### config.mk
export PLATFORM = sky130hd
export DESIGN_NAME = scaler_axis_cfggen
export DESIGN_NICKNAME = d
export VERILOG_FILES = /design/src/rtl/scaler_axis_cfggen_pkg.sv /design/src/rtl/scaler_axis_cfggen_serial_divide.sv /design/src/rtl/scaler_axis_cfggen.sv
export SDC_FILE = /design/constraint.sdc
export NUM_CORES = 2
export LEC_CHECK = 0
export CAP_MARGIN = 20
export CORE_ASPECT_RATIO = 0.6
export CORE_MARGIN = 2
export CORE_UTILIZATION = 60
export DETAILED_ROUTE_END_ITERATION = 8
export GPL_TIMING_DRIVEN = 0
export PLACE_DENSITY = 0.87
export SYNTH_ARGS = -nofsm -noshare
export SYNTH_HDL_FRONTEND = slang
export SYNTH_SLANG_ARGS = --single-unit
### constraint.sdc
create_clock -name SYS_CLK -period 13.8 [get_ports SYS_CLK]
set_input_delay 1.38 -clock SYS_CLK [delete_from_list [all_inputs] [get_ports SYS_CLK]]
set_output_delay 1.38 -clock SYS_CLK [all_outputs]
set_load 0.02 [all_outputs]
### src/rtl/scaler_axis_cfggen_pkg.sv
// Shared definitions for the per-axis scaler configuration generator.
package scaler_axis_cfggen_pkg;

    // Configuration sequencer states
    typedef enum logic [1:0] {
        ST_IDLE    = 2'd0,
        ST_DIV     = 2'd1,
        ST_CALC    = 2'd2,
        ST_PRESENT = 2'd3
    } cfg_state_t;

    // Native input counts seen by the PPU
    localparam int NTSC_LINES = 240;
    localparam int PAL_LINES  = 288;
    localparam int PIX_LO     = 320;
    localparam int PIX_HI     = 640;

endpackage

### src/rtl/scaler_axis_cfggen_serial_divide.sv
// Restoring serial divider: one quotient bit per clock, MSB first.
// A start pulse while idle latches the operands; done pulses for one
// cycle with the quotient valid DIVIDEND_WIDTH cycles later.
module serial_divide #(
    parameter int DIVIDEND_WIDTH = 18,
    parameter int DIVISOR_WIDTH  = 12
) (
    input  logic                      SYS_CLK,
    input  logic                      SYS_RST,
    input  logic                      start,
    input  logic [DIVIDEND_WIDTH-1:0] dividend,
    input  logic [DIVISOR_WIDTH-1:0]  divisor,
    output logic                      busy,
    output logic                      done,
    output logic [DIVIDEND_WIDTH-1:0] quotient
);

    localparam int CNT_W = $clog2(DIVIDEND_WIDTH + 1);

    logic [DIVISOR_WIDTH-1:0] rem;
    logic [DIVISOR_WIDTH-1:0] divisor_q;
    logic [CNT_W-1:0]         cnt;
    logic [DIVISOR_WIDTH:0]   trial;
    logic [DIVISOR_WIDTH-1:0] diff;
    logic                     ge;

    // Trial subtraction for the next quotient bit; the remainder after a
    // successful subtract is below the divisor, so the low bits suffice.
    always_comb begin
        trial = {rem, quotient[DIVIDEND_WIDTH-1]};
        ge    = (trial >= {1'b0, divisor_q});
        diff  = trial[DIVISOR_WIDTH-1:0] - divisor_q;
    end

    // Iteration register: load on start, shift one bit per cycle while busy
    always_ff @(posedge SYS_CLK or posedge SYS_RST) begin
        if (SYS_RST) begin
            rem       <= '0;
            divisor_q <= '0;
            cnt       <= '0;
            busy      <= 1'b0;
            done      <= 1'b0;
            quotient  <= '0;
        end else if (start && !busy) begin
            rem       <= '0;
            quotient  <= dividend;
            divisor_q <= divisor;
            cnt       <= CNT_W'(DIVIDEND_WIDTH);
            busy      <= 1'b1;
            done      <= 1'b0;
        end else if (busy) begin
            rem      <= ge ? diff : trial[DIVISOR_WIDTH-1:0];
            quotient <= {quotient[DIVIDEND_WIDTH-2:0], ge};
            cnt      <= cnt - 1'b1;
            if (cnt == CNT_W'(1)) begin
                busy <= 1'b0;
                done <= 1'b1;
            end
        end else begin
            done <= 1'b0;
        end
    end

endmodule

### src/rtl/scaler_axis_cfggen.sv
// One-axis scaler configuration generator: derives first read position,
// input elements needed and interpolation step from the axis geometry and
// hands the result to the scaler with a valid/ack handshake.
module scaler_axis_cfggen
    import scaler_axis_cfggen_pkg::*;
#(
    parameter int IN_W     = 10,
    parameter int ACT_W    = 12,
    parameter int OUT_W    = 12,
    parameter int FRAC_W   = 18,
    parameter int WAIT_CYC = 4
) (
    input  logic              SYS_CLK,
    input  logic              SYS_RST,
    input  logic [IN_W-1:0]   full_in_i,
    input  logic [IN_W-1:0]   boxed_in_i,
    input  logic              boxed_en_i,
    input  logic [ACT_W-1:0]  active_i,
    input  logic [OUT_W-1:0]  out_i,
    input  logic [IN_W-1:0]   shift_i,
    input  logic              cfg_ack_i,
    output logic [IN_W-1:0]   pos_1st_o,
    output logic [IN_W-1:0]   in_needed_o,
    output logic [IN_W-1:0]   in_full_o,
    output logic [OUT_W-1:0]  out_o,
    output logic [FRAC_W-1:0] interp_factor_o,
    output logic              cfg_valid_o,
    output logic              cfg_err_o,
    output logic              busy_o
);

    localparam int MUL1_W = FRAC_W + IN_W;
    localparam int PROD_W = FRAC_W + IN_W + ACT_W;
    localparam int RAW_W  = PROD_W - FRAC_W + 2;
    localparam int CNT_W  = $clog2(WAIT_CYC + 1);
    localparam logic [CNT_W-1:0]  CNT_LAST = CNT_W'(WAIT_CYC - 1);
    localparam logic [FRAC_W-1:0] DIVIDEND = {1'b1, {(FRAC_W-1){1'b0}}};

    // Input copies: _l is the registered input, _ll the set being worked on
    logic [IN_W-1:0]  full_l,   full_ll;
    logic [IN_W-1:0]  boxed_l,  boxed_ll;
    logic             boxed_en_l, boxed_en_ll;
    logic [ACT_W-1:0] active_l, active_ll;
    logic [OUT_W-1:0] out_l,    out_ll;
    logic [IN_W-1:0]  shift_l,  shift_ll;
    logic             mismatch;

    cfg_state_t       state, state_nxt;
    logic             relatch, div_start, f_load, out_load;
    logic [CNT_W-1:0] wait_cnt;

    logic              div_busy, div_done;
    logic [FRAC_W-1:0] div_quo;

    logic [FRAC_W-1:0] f_q;
    logic [MUL1_W-1:0] mul1;
    logic [PROD_W-1:0] mul2;

    logic                   boxed_use;
    logic [IN_W-1:0]        base, offset, needed, lim, c, clamped, pos;
    logic [RAW_W-1:0]       raw;
    logic signed [IN_W+1:0] sum;

    // Register the raw inputs once
    always_ff @(posedge SYS_CLK or posedge SYS_RST) begin
        // NOTE: non-blocking assignments in clocked blocks so every flop samples pre-edge values.
        if (SYS_RST) begin
            full_l     <= '0;
            boxed_l    <= '0;
            boxed_en_l <= 1'b0;
            active_l   <= '0;
            out_l      <= '0;
            shift_l    <= '0;
        end else begin
            full_l     <= full_in_i;
            boxed_l    <= boxed_in_i;
            boxed_en_l <= boxed_en_i;
            active_l   <= active_i;
            out_l      <= out_i;
            shift_l    <= shift_i;
        end
    end

    // Capture the working set when a new calculation starts
    always_ff @(posedge SYS_CLK or posedge SYS_RST) begin
        if (SYS_RST) begin
            full_ll     <= '0;
            boxed_ll    <= '0;
            boxed_en_ll <= 1'b0;
            active_ll   <= '0;
            out_ll      <= '0;
            shift_ll    <= '0;
        end else if (relatch) begin
            full_ll     <= full_l;
            boxed_ll    <= boxed_l;
            boxed_en_ll <= boxed_en_l;
            active_ll   <= active_l;
            out_ll      <= out_l;
            shift_ll    <= shift_l;
        end
    end

    assign mismatch = (full_l != full_ll) || (boxed_l != boxed_ll) ||
                      (boxed_en_l != boxed_en_ll) || (active_l != active_ll) ||
                      (out_l != out_ll) || (shift_l != shift_ll);

    serial_divide #(
        .DIVIDEND_WIDTH (FRAC_W),
        .DIVISOR_WIDTH  (OUT_W)
    ) u_div (
        .SYS_CLK  (SYS_CLK),
        .SYS_RST  (SYS_RST),
        .start    (div_start),
        .dividend (DIVIDEND),
        .divisor  (out_l),
        .busy     (div_busy),
        .done     (div_done),
        .quotient (div_quo)
    );

    // Sequencer state register
    always_ff @(posedge SYS_CLK or posedge SYS_RST) begin
        if (SYS_RST) state <= ST_IDLE;
        else         state <= state_nxt;
    end

    // Next state and control strobes; any input change in DIV/CALC aborts
    always_comb begin
        // NOTE: defaults first so no path through the case leaves a latch behind.
        state_nxt = state;
        relatch   = 1'b0;
        div_start = 1'b0;
        f_load    = 1'b0;
        out_load  = 1'b0;
        case (state)
            ST_IDLE: begin
                if (mismatch && !div_busy) begin
                    relatch   = 1'b1;
                    div_start = (out_l != '0);
                    state_nxt = ST_DIV;
                end
            end
            ST_DIV: begin
                if (mismatch) begin
                    state_nxt = ST_IDLE;
                end else if (out_ll == '0 || div_done) begin
                    f_load    = 1'b1;
                    state_nxt = ST_CALC;
                end
            end
            ST_CALC: begin
                if (mismatch) begin
                    state_nxt = ST_IDLE;
                end else if (wait_cnt == CNT_LAST) begin
                    out_load  = 1'b1;
                    state_nxt = ST_PRESENT;
                end
            end
            ST_PRESENT: begin
                if (cfg_ack_i) state_nxt = ST_IDLE;
            end
            default: state_nxt = ST_IDLE;
        endcase
    end

    // Settle counter for the multiply pipeline, running only in CALC
    always_ff @(posedge SYS_CLK or posedge SYS_RST) begin
        if (SYS_RST)               wait_cnt <= '0;
        else if (state == ST_CALC) wait_cnt <= wait_cnt + 1'b1;
        else                       wait_cnt <= '0;
    end

    // Step factor: quotient of the divide, saturated when out is zero
    always_ff @(posedge SYS_CLK or posedge SYS_RST) begin
        if (SYS_RST)     f_q <= '0;
        else if (f_load) f_q <= (out_ll == '0) ? '1 : div_quo;
    end

    // Two registered multiply stages: F*base, then *active
    always_ff @(posedge SYS_CLK or posedge SYS_RST) begin
        if (SYS_RST) begin
            mul1 <= '0;
            mul2 <= '0;
        end else begin
            mul1 <= MUL1_W'(f_q) * MUL1_W'(base);
            mul2 <= PROD_W'(mul1) * PROD_W'(active_ll);
        end
    end

    // Window geometry and clamped first position from the settled product
    always_comb begin
        boxed_use = boxed_en_ll && (boxed_ll <= full_ll);
        base      = boxed_use ? boxed_ll : full_ll;
        offset    = boxed_use ? ((full_ll - boxed_ll) >> 1) : '0;
        raw       = RAW_W'(mul2 >> (FRAC_W - 1)) + RAW_W'(mul2[FRAC_W-2]);
        if (out_ll == '0 || raw >= RAW_W'(base)) needed = base;
        else                                     needed = raw[IN_W-1:0];
        lim = base - needed;
        c   = lim >> 1;
        sum = $signed({2'b00, c}) + $signed({{2{shift_ll[IN_W-1]}}, shift_ll});
        if (sum < 0)                          clamped = '0;
        else if (sum > $signed({2'b00, lim})) clamped = lim;
        else                                  clamped = sum[IN_W-1:0];
        pos = clamped + offset;
    end

    // Presented configuration, loaded on entry to PRESENT and held
    always_ff @(posedge SYS_CLK or posedge SYS_RST) begin
        if (SYS_RST) begin
            pos_1st_o       <= '0;
            in_needed_o     <= '0;
            in_full_o       <= '0;
            out_o           <= '0;
            interp_factor_o <= '0;
            cfg_err_o       <= 1'b0;
        end else if (out_load) begin
            pos_1st_o       <= pos;
            in_needed_o     <= needed;
            in_full_o       <= full_ll;
            out_o           <= out_ll;
            interp_factor_o <= f_q;
            cfg_err_o       <= (out_ll == '0);
        end
    end

    assign cfg_valid_o = (state == ST_PRESENT);
    assign busy_o      = (state != ST_IDLE);

endmodule

# Word level (Yosys, flattened, before mapping)
# Index checks and enable logic that the tools add are counted.
dict set report classes {
  n_reduce_logical 17
  n_bitwise 0
  shift 0
  n_mux 37
  n_addsub 8
  n_mul 2
  n_eq_ne 16
  n_div 0
  magnitude_cmp 5
}
# operator n
set op_table {}
lappend op_table {{$mux W18} 3}
lappend op_table {{$mul A28 B12 Y40} 1}
lappend op_table {{$mux W10} 4}
lappend op_table {{$mux W12} 3}
lappend op_table {{$ne A10 B10 Y1} 3}
lappend op_table {{$mul A18 B10 Y28} 1}
lappend op_table {{$add A23 B1 Y24} 1}
lappend op_table {{$ge A24 B10 Y1} 1}
lappend op_table {{$ne A12 B12 Y1} 2}
lappend op_table {{$sub A10 B10 Y10} 2}
lappend op_table {{$mux W1} 16}
lappend op_table {{$ge A13 B12 Y1} 1}
lappend op_table {{$logic_not A12 Y1} 1}
lappend op_table {{$mux W2} 6}
lappend op_table {{$reduce_bool A12 Y1} 1}
lappend op_table {{$sub A12 B12 Y12} 1}
lappend op_table {{$add A10 B10 Y11} 1}
lappend op_table {{$gt A11 B11 Y1} 1}
lappend op_table {{$lt A11 B1 Y1 const B} 1}
lappend op_table {{$add A10 B9 Y10} 1}
lappend op_table {{$le A10 B10 Y1} 1}
lappend op_table {{$mux W5} 2}
lappend op_table {{$mux W9} 1}
lappend op_table {{$ne A3 B3 Y1 const B} 3}
lappend op_table {{16 further kinds} 27}
dict set report word_totals {
  latchBits 0
  romBits 0
  in_bits 58
  mem_bits_rw 0
  register_bits 311
  n_memories 0
  out_inout_bits 63
  word_cells 114
}

# Logic depth before layout (Yosys ltp)
dict set report logic_depth {
  word_depth 12
  mapped_depth 65
  depth_no_buf 60
}

# Hierarchy
# Synthesis repeated with hierarchy kept, for this count alone.
dict set report unflattened {
  cells_unflattened 2960
  hier_area_um2 29150.5
}
# module n_inst area_per_inst_um2 seq_area_each_um2 cells_each
set modules_own_cells {}
lappend modules_own_cells {scaler_axis_cfggen 1 26359.0 6155.9 2666}
lappend modules_own_cells {serial_divide 1 2791.4 1226.2 294}

# Worst setup path after synthesis
# OpenSTA, ideal clock, no wires.
dict set report synth_timing {
  path_kind {register to register}
  start {register full_ll[0]}
  end {register pos_1st_o[9]}
  period_less_slack_ns 11.155
  required_ns 13.709
  setup_time_ns 0.091
  path_stages_with_launch 62
  slack_ns 2.645
  t_arrival_ns 11.064
  n_path_buf 5
  path_cell_list {dfrtp_1 -> inv_1 -> ha_1 -> inv_1 -> fa_1 -> a21o_1 -> a21oi_1 -> and4b_1 -> o31ai_1 -> nand2_1 -> clkbuf_1 -> clkbuf_1 -> nand2_1 -> o21ai_0 -> clkbuf_1 -> inv_1 -> ha_1 -> a21oi_1 -> [26 not listed] -> o32ai_1 -> a21o_1 -> clkbuf_1 -> o21ai_0 -> nand2b_1 -> inv_1 -> ha_1 -> a21o_1 -> a21oi_1 -> o21bai_1 -> a21oi_1 -> o21bai_1 -> a21oi_1 -> o21bai_1 -> a21o_1 -> nor4_1 -> mux2i_1 -> o2111ai_1}
}
dict set report synth_between {
  elab_chain_len 12
  word_cells_on_any_way 23
  classes_between {add/sub (4); order compare (4); eq/ne (1); mux (7); reduce/logical (7)}
}
# element line
set synth_lines {}
lappend synth_lines {{start: declaration} scaler_axis_cfggen.sv:40} ;# logic [IN_W-1:0] full_l, full_ll;
lappend synth_lines {{start signal: assignment} scaler_axis_cfggen.sv:94} ;# full_ll <= full_l;
lappend synth_lines {{$le A10 B10 Y1} scaler_axis_cfggen.sv:192} ;# boxed_use = boxed_en_ll && (boxed_ll <= full_ll);
lappend synth_lines {{$logic_and A1 B1 Y1} scaler_axis_cfggen.sv:192}
lappend synth_lines {{$mux W10 (*)} scaler_axis_cfggen.sv:193} ;# base = boxed_use ? boxed_ll : full_ll;
lappend synth_lines {{$ge A24 B10 Y1} scaler_axis_cfggen.sv:196} ;# if (out_ll == '0 || raw >= RAW_W'(base)) needed = base;
lappend synth_lines {{$logic_or A1 B1 Y1} scaler_axis_cfggen.sv:196}
lappend synth_lines {{$mux W10 (*)} scaler_axis_cfggen.sv:196}
lappend synth_lines {{net needed[1]} scaler_axis_cfggen.sv:60} ;# logic [IN_W-1:0] base, offset, needed, lim, c, clamped, pos;
lappend synth_lines {{$sub A10 B10 Y10 (*)} scaler_axis_cfggen.sv:198} ;# lim = base - needed;
lappend synth_lines {{$add A10 B10 Y11} scaler_axis_cfggen.sv:200} ;# sum = $signed({2'b00, c}) + $signed({{2{shift_ll[IN_W-1]}}, shift_ll});
lappend synth_lines {{$gt A11 B11 Y1} scaler_axis_cfggen.sv:202} ;# else if (sum > $signed({2'b00, lim})) clamped = lim;
lappend synth_lines {{$mux W10} scaler_axis_cfggen.sv:202}
lappend synth_lines {{$mux W10 (*)} scaler_axis_cfggen.sv:201} ;# if (sum < 0) clamped = '0;
lappend synth_lines {{$add A10 B9 Y10 (*)} scaler_axis_cfggen.sv:204} ;# pos = clamped + offset;
lappend synth_lines {{end signal: assignment} scaler_axis_cfggen.sv:217} ;# pos_1st_o <= pos;
lappend synth_lines {{end: declaration} scaler_axis_cfggen.sv:22} ;# output logic [IN_W-1:0] pos_1st_o,
# Mark *: on every way through the listed nets, which the timed path passes. The rest lies on a longest branch.
# A chain may end at the register's enable or synchronous reset.

# Worst setup path after layout
dict set report layout_timing {
  start {register full_ll[0]}
  end {register pos_1st_o[9]}
}
dict set report layout_between {
  elab_chain_len 12
  word_cells_on_any_way 23
  classes_between {add/sub (4); order compare (4); eq/ne (1); mux (7); reduce/logical (7)}
}
# element line
set layout_lines {}
lappend layout_lines {{$le A10 B10 Y1} scaler_axis_cfggen.sv:192}
lappend layout_lines {{$logic_and A1 B1 Y1} scaler_axis_cfggen.sv:192}
lappend layout_lines {{$mux W10} scaler_axis_cfggen.sv:193}
lappend layout_lines {{$ge A24 B10 Y1} scaler_axis_cfggen.sv:196}
lappend layout_lines {{$logic_or A1 B1 Y1} scaler_axis_cfggen.sv:196}
lappend layout_lines {{$mux W10} scaler_axis_cfggen.sv:196}
lappend layout_lines {{$sub A10 B10 Y10} scaler_axis_cfggen.sv:198}
lappend layout_lines {{$add A10 B10 Y11} scaler_axis_cfggen.sv:200}
lappend layout_lines {{$gt A11 B11 Y1} scaler_axis_cfggen.sv:202}
lappend layout_lines {{$mux W10} scaler_axis_cfggen.sv:202}
lappend layout_lines {{$mux W10} scaler_axis_cfggen.sv:201}
lappend layout_lines {{$add A10 B9 Y10} scaler_axis_cfggen.sv:204}
# Parallel ways exist; a longest one is shown, timed or not.

==> metrics.md <==
| Metric | Value |
|---|---|
| Status | `completed` |
| Crit path kind | `flop to flop` |
| Area of the mapped netlist | `roughly 30000 um2` |
| Gr ovfl total | `0` |
| Post-DP HPWL | `a little over 60 mm` |
| Cell Pwr Density | `around 200 nW/um2` |
| IO buf count | `120` |
| Largest net degree at the start of global routing | `between 100 and 150` |
| Post-synth ARST share | `100%` |
| Unrepaired setup endpoints after global routing | `no` |
| TritonCTS Buffers | `28` |
| Arr. time, crit path | `~13000 ps` |
| FF-to-FF End | `pos_1st_o[9]$_DFFE_PP0P_` |
| DR vias | `22500` |
| Post-Synthesis Cells | `3045` |
| Vias in the first global route | `between 20000 and 25000` |
| Max Cap Violations | `0` |
| Setup bufs post-CTS | `0` |
| Syn Nets | `around 3700` |
| Num ports | `around 120` |
| Initial antenna violation count | `0` |
| Final setup viols | `0` |
| Min-delay worst type | `flop to flop` |
| GR Util All Layers | `a little under a third` |
| Hold worst-path end | `wait_cnt[0]$_DFF_PP0_` |
| Vias per Instance | `~5.8` |
| R2R Setup Slk | `a little over 800 ps` |
| Synth cell types | `82` |
| Hold_sp | `wait_cnt[0]$_DFF_PP0_` |
| Slew Limit Fails | `0` |
| Seq/Total Area, Yosys | `25.0%` |
| Area grow syn2layout | `10.1%` |
| Max stage delay on crit path | `550 ps` |
| Share of cells above drive strength 1 | `5.66%` |
| CTS tree | `built` |
| Crit start category | `flop` |
| Worst VDD drop | `roughly 530 uV` |
| Setup_tns | `0 ps` |
| Initial Util | `between 60% and 70%` |
| Worst Hold Path Cells | `1` |
| Diodes inserted | `0` |
| Syn Area/Cell | `slightly below 10 um2` |
| Reg clk slew, reported paths | `about 70 ps` |
| Tmin final | `between 10000 and 15000 ps` |
| Worst-Margin Slew | `just under 1000 ps` |
| Crit path required time | `~14000 ps` |
| # rows | `62` |
| Slowest cell on crit path | `clkbuf_1` |
| WL per Instance | `roughly 20 um` |
| Clock Tree Buf Depth | `3` |
| DRT Pass-1 Iters | `6` |
| Rel. slew slack | `33.9%` |
| Fmax | `~77 MHz` |
| Pwr Total | `about 0.0065 W` |
| Clk_skew | `roughly 26 ps` |
| Critical path fanouts, max | `11` |
| Routed WL | `77.0 mm` |
| Nets | `around 3900` |
| Worst R2R Path Depth | `56` |
| Clock root cell | `clkbuf_16` |
| Period utilization | `94.1%` |
| Reg-to-reg startpoint | `full_ll[0]$_DFFE_PP0P_` |
| Antenna-violating nets left | `0` |
| Clock Latency Late Sink | `around 590 ps` |
| DR DRC count | `0` |
| Post-synth EDFFs | `0` |
| Synth warnings | `0` |
| Top FF cell, synth | `dfrtp_1` |
| Die X | `approximately 290 um` |
| CORE AREA | `around 48000 um2` |
| DIE AREA | `approximately 51000 um2` |
| Leakage Power | `around 16 nW` |
| Routability congestion estimate | `roughly 0.99` |
| H-tree depth | `1` |
| Final Hold Fails | `0` |
| Crit. End Element | `flop` |
| Die span in y | `about 180 um` |
| DRT iter0 DRCs | `roughly 2400` |
| First-pass GRT wire length | `125 mm` |
| Synth Register Bits | `just under 300` |
| Clock tree sinks | `295` |
-- where the power goes --
part	total, W	internal [W]	switching [W]
logic	0.00447	0.00163	0.00284
clock network	0.000779	0.000420	0.000359
registers	0.00120	0.00103	0.000173
total	0.00645	0.00308	0.00337
-- Yosys cell counts, drive strengths merged, types with 3 or more instances --
cell       n  area [um2]
inv      463        1740
nand2    435        1630
fa       390        7810
dfrtp    295        7380
and2     229        1430
ha       212        2650
clkbuf   130         488
nor2      99         374
o21ai     99         499
mux2      97        1090
xnor2     92         806
a21oi     74         378
xor2      56         490
nand3     41         228
a21o      40         300
nor4      29         188
mux2i     28         280
nand4     27         181
buf       18        85.1
nor3      18        90.1
o21bai    18         135
nand2b    13        81.3
and3      12        75.1
nor2b     12        75.1
a211oi    11        82.6
o21a      11        82.6
a21boi     9        71.3
o22ai      9        56.3
a31oi      7        43.8
o31ai      6        77.6
or3        5        36.3
a2111oi    4        60.1
a211o      4        35.0
o311ai     4        35.0
o31a       4        35.0
and4b      3        30.0
nand3b     3        22.5
nor3b      3        22.5
o211ai     3        22.5
or2        3        18.8
or3b       3        26.3
or4        3        22.5
-- worst max-delay path, delay by kind of cell (launching register included) --
family,cells,cell delay (ps)
xor gates and xnor gates,2,400
buffers and inverters,9,1830
and+or+nand+nor,10,2070
adders and majority gates,7,2120
DFF,1,460
muxes,2,490
AOI/OAI and AO/OA,26,5500
-- final cells by class --
type	count	area, um2
Clock buffer	35	777
Tap cell	640	801
Inverter	464	1750
Fill cell	3520	15700
Timing Repair Buffer	123	1270
Clock inverter	12	124
Multi-Input combinational cell	2138	19800
Buffer	146	568
Sequential cell	295	7380
-- layout by cell type (no fill, tap or decap), types with 5 or more instances in the layout --
master,synthesis,routed
fa_1,390,390
nand2b_1,13,13
nand4_1,25,25
buf_2,5,5
nand3_1,38,38
nand2_1,435,434
a211oi_1,11,11
nor3_1,18,18
o21ai_0,89,88
xor2_1,56,56
xnor2_1,92,92
nor2b_1,12,12
mux2_2,97,97
and3_1,12,12
nor2_1,98,98
a21o_1,40,39
a31oi_1,7,7
o21ai_1,9,10
a21oi_1,72,72
clkbuf_8,0,5
clkbuf_1,130,128
o22ai_1,9,9
dfrtp_1,295,295
o21a_1,11,11
nor4_1,28,28
clkdlybuf4s50_1,0,120
and2_1,229,229
o21bai_1,18,18
inv_1,462,461
mux2i_1,28,28
buf_1,11,11
a21boi_0,6,6
clkbuf_16,0,28
ha_1,212,212
-- state kept, by name, summed over array words and instances (netlist names), 12 cells and up --
name             flops
mul1                28
mul2                24
f_q                 18
interp_factor_o     18
u_div.quotient      18
active_l            12
active_ll           12
out_l               12
out_ll              12
out_o               12
u_div.divisor_q     12
u_div.rem           12
-- cell families after synthesis --
family	Yosys count	synth area share, %
buf+inv	612	7.85
xor+xnor	148	4.39
flops	295	25.0
mux	125	4.65
fa+ha+maj	602	35.5
simple gates	943	15.5
compound gates	320	7.08
-- what timing repair did --
item	in CTS	in global routing
setup endpoints to repair	0	4
endpoints found under the hold margin	0	0
gates resized for setup	0	8
hold buffers	0	0
-- stage by stage --
stage / hold WS (ps) / setup slack (ps) / cells / util, % / instance area (um2)
finish: 444 / 820 / 3853 / 67.4 / 32500
CTS: 444 / 341 / 3855 / 67.4 / 32500
global placement: 428 / 880 / 3805 / 65.4 / 31500
global route: 480 / 43.7 / 3853 / 67.4 / 32500
detailed placement: 435 / 471 / 3808 / 65.5 / 31600
floorplan: 408 / 2640 / 3045 / - / 29500
-- worst max-delay path by stage --
stage	start	end	slack (ps)	cells past startpoint
after floorplan	full_ll[0]$_DFFE_PP0P_	pos_1st_o[9]$_DFFE_PP0P_	2640	61
after global placement	SYS_RST	u_div.quotient[2]$_DFFE_PP0P_	880	2
after detailed placement	full_ll[0]$_DFFE_PP0P_	pos_1st_o[9]$_DFFE_PP0P_	470	60
after CTS	full_ll[0]$_DFFE_PP0P_	pos_1st_o[9]$_DFFE_PP0P_	340	60
after global routing	full_ll[0]$_DFFE_PP0P_	pos_1st_o[9]$_DFFE_PP0P_	40	57
final	full_ll[0]$_DFFE_PP0P_	pos_1st_o[9]$_DFFE_PP0P_	820	56
-- metal layers --
layer / vias up / global-route usage [%] / part of all wire, %
met3: 130 / 10.3 / 13
met5: - / 0 / 0
met2: 1275 / 45.1 / 42
li1: 9909 / - / -
met1: 11100 / 46.4 / 43
met4: 0 / 6.36 / 2.1
(Power assumes the default switching activity.)
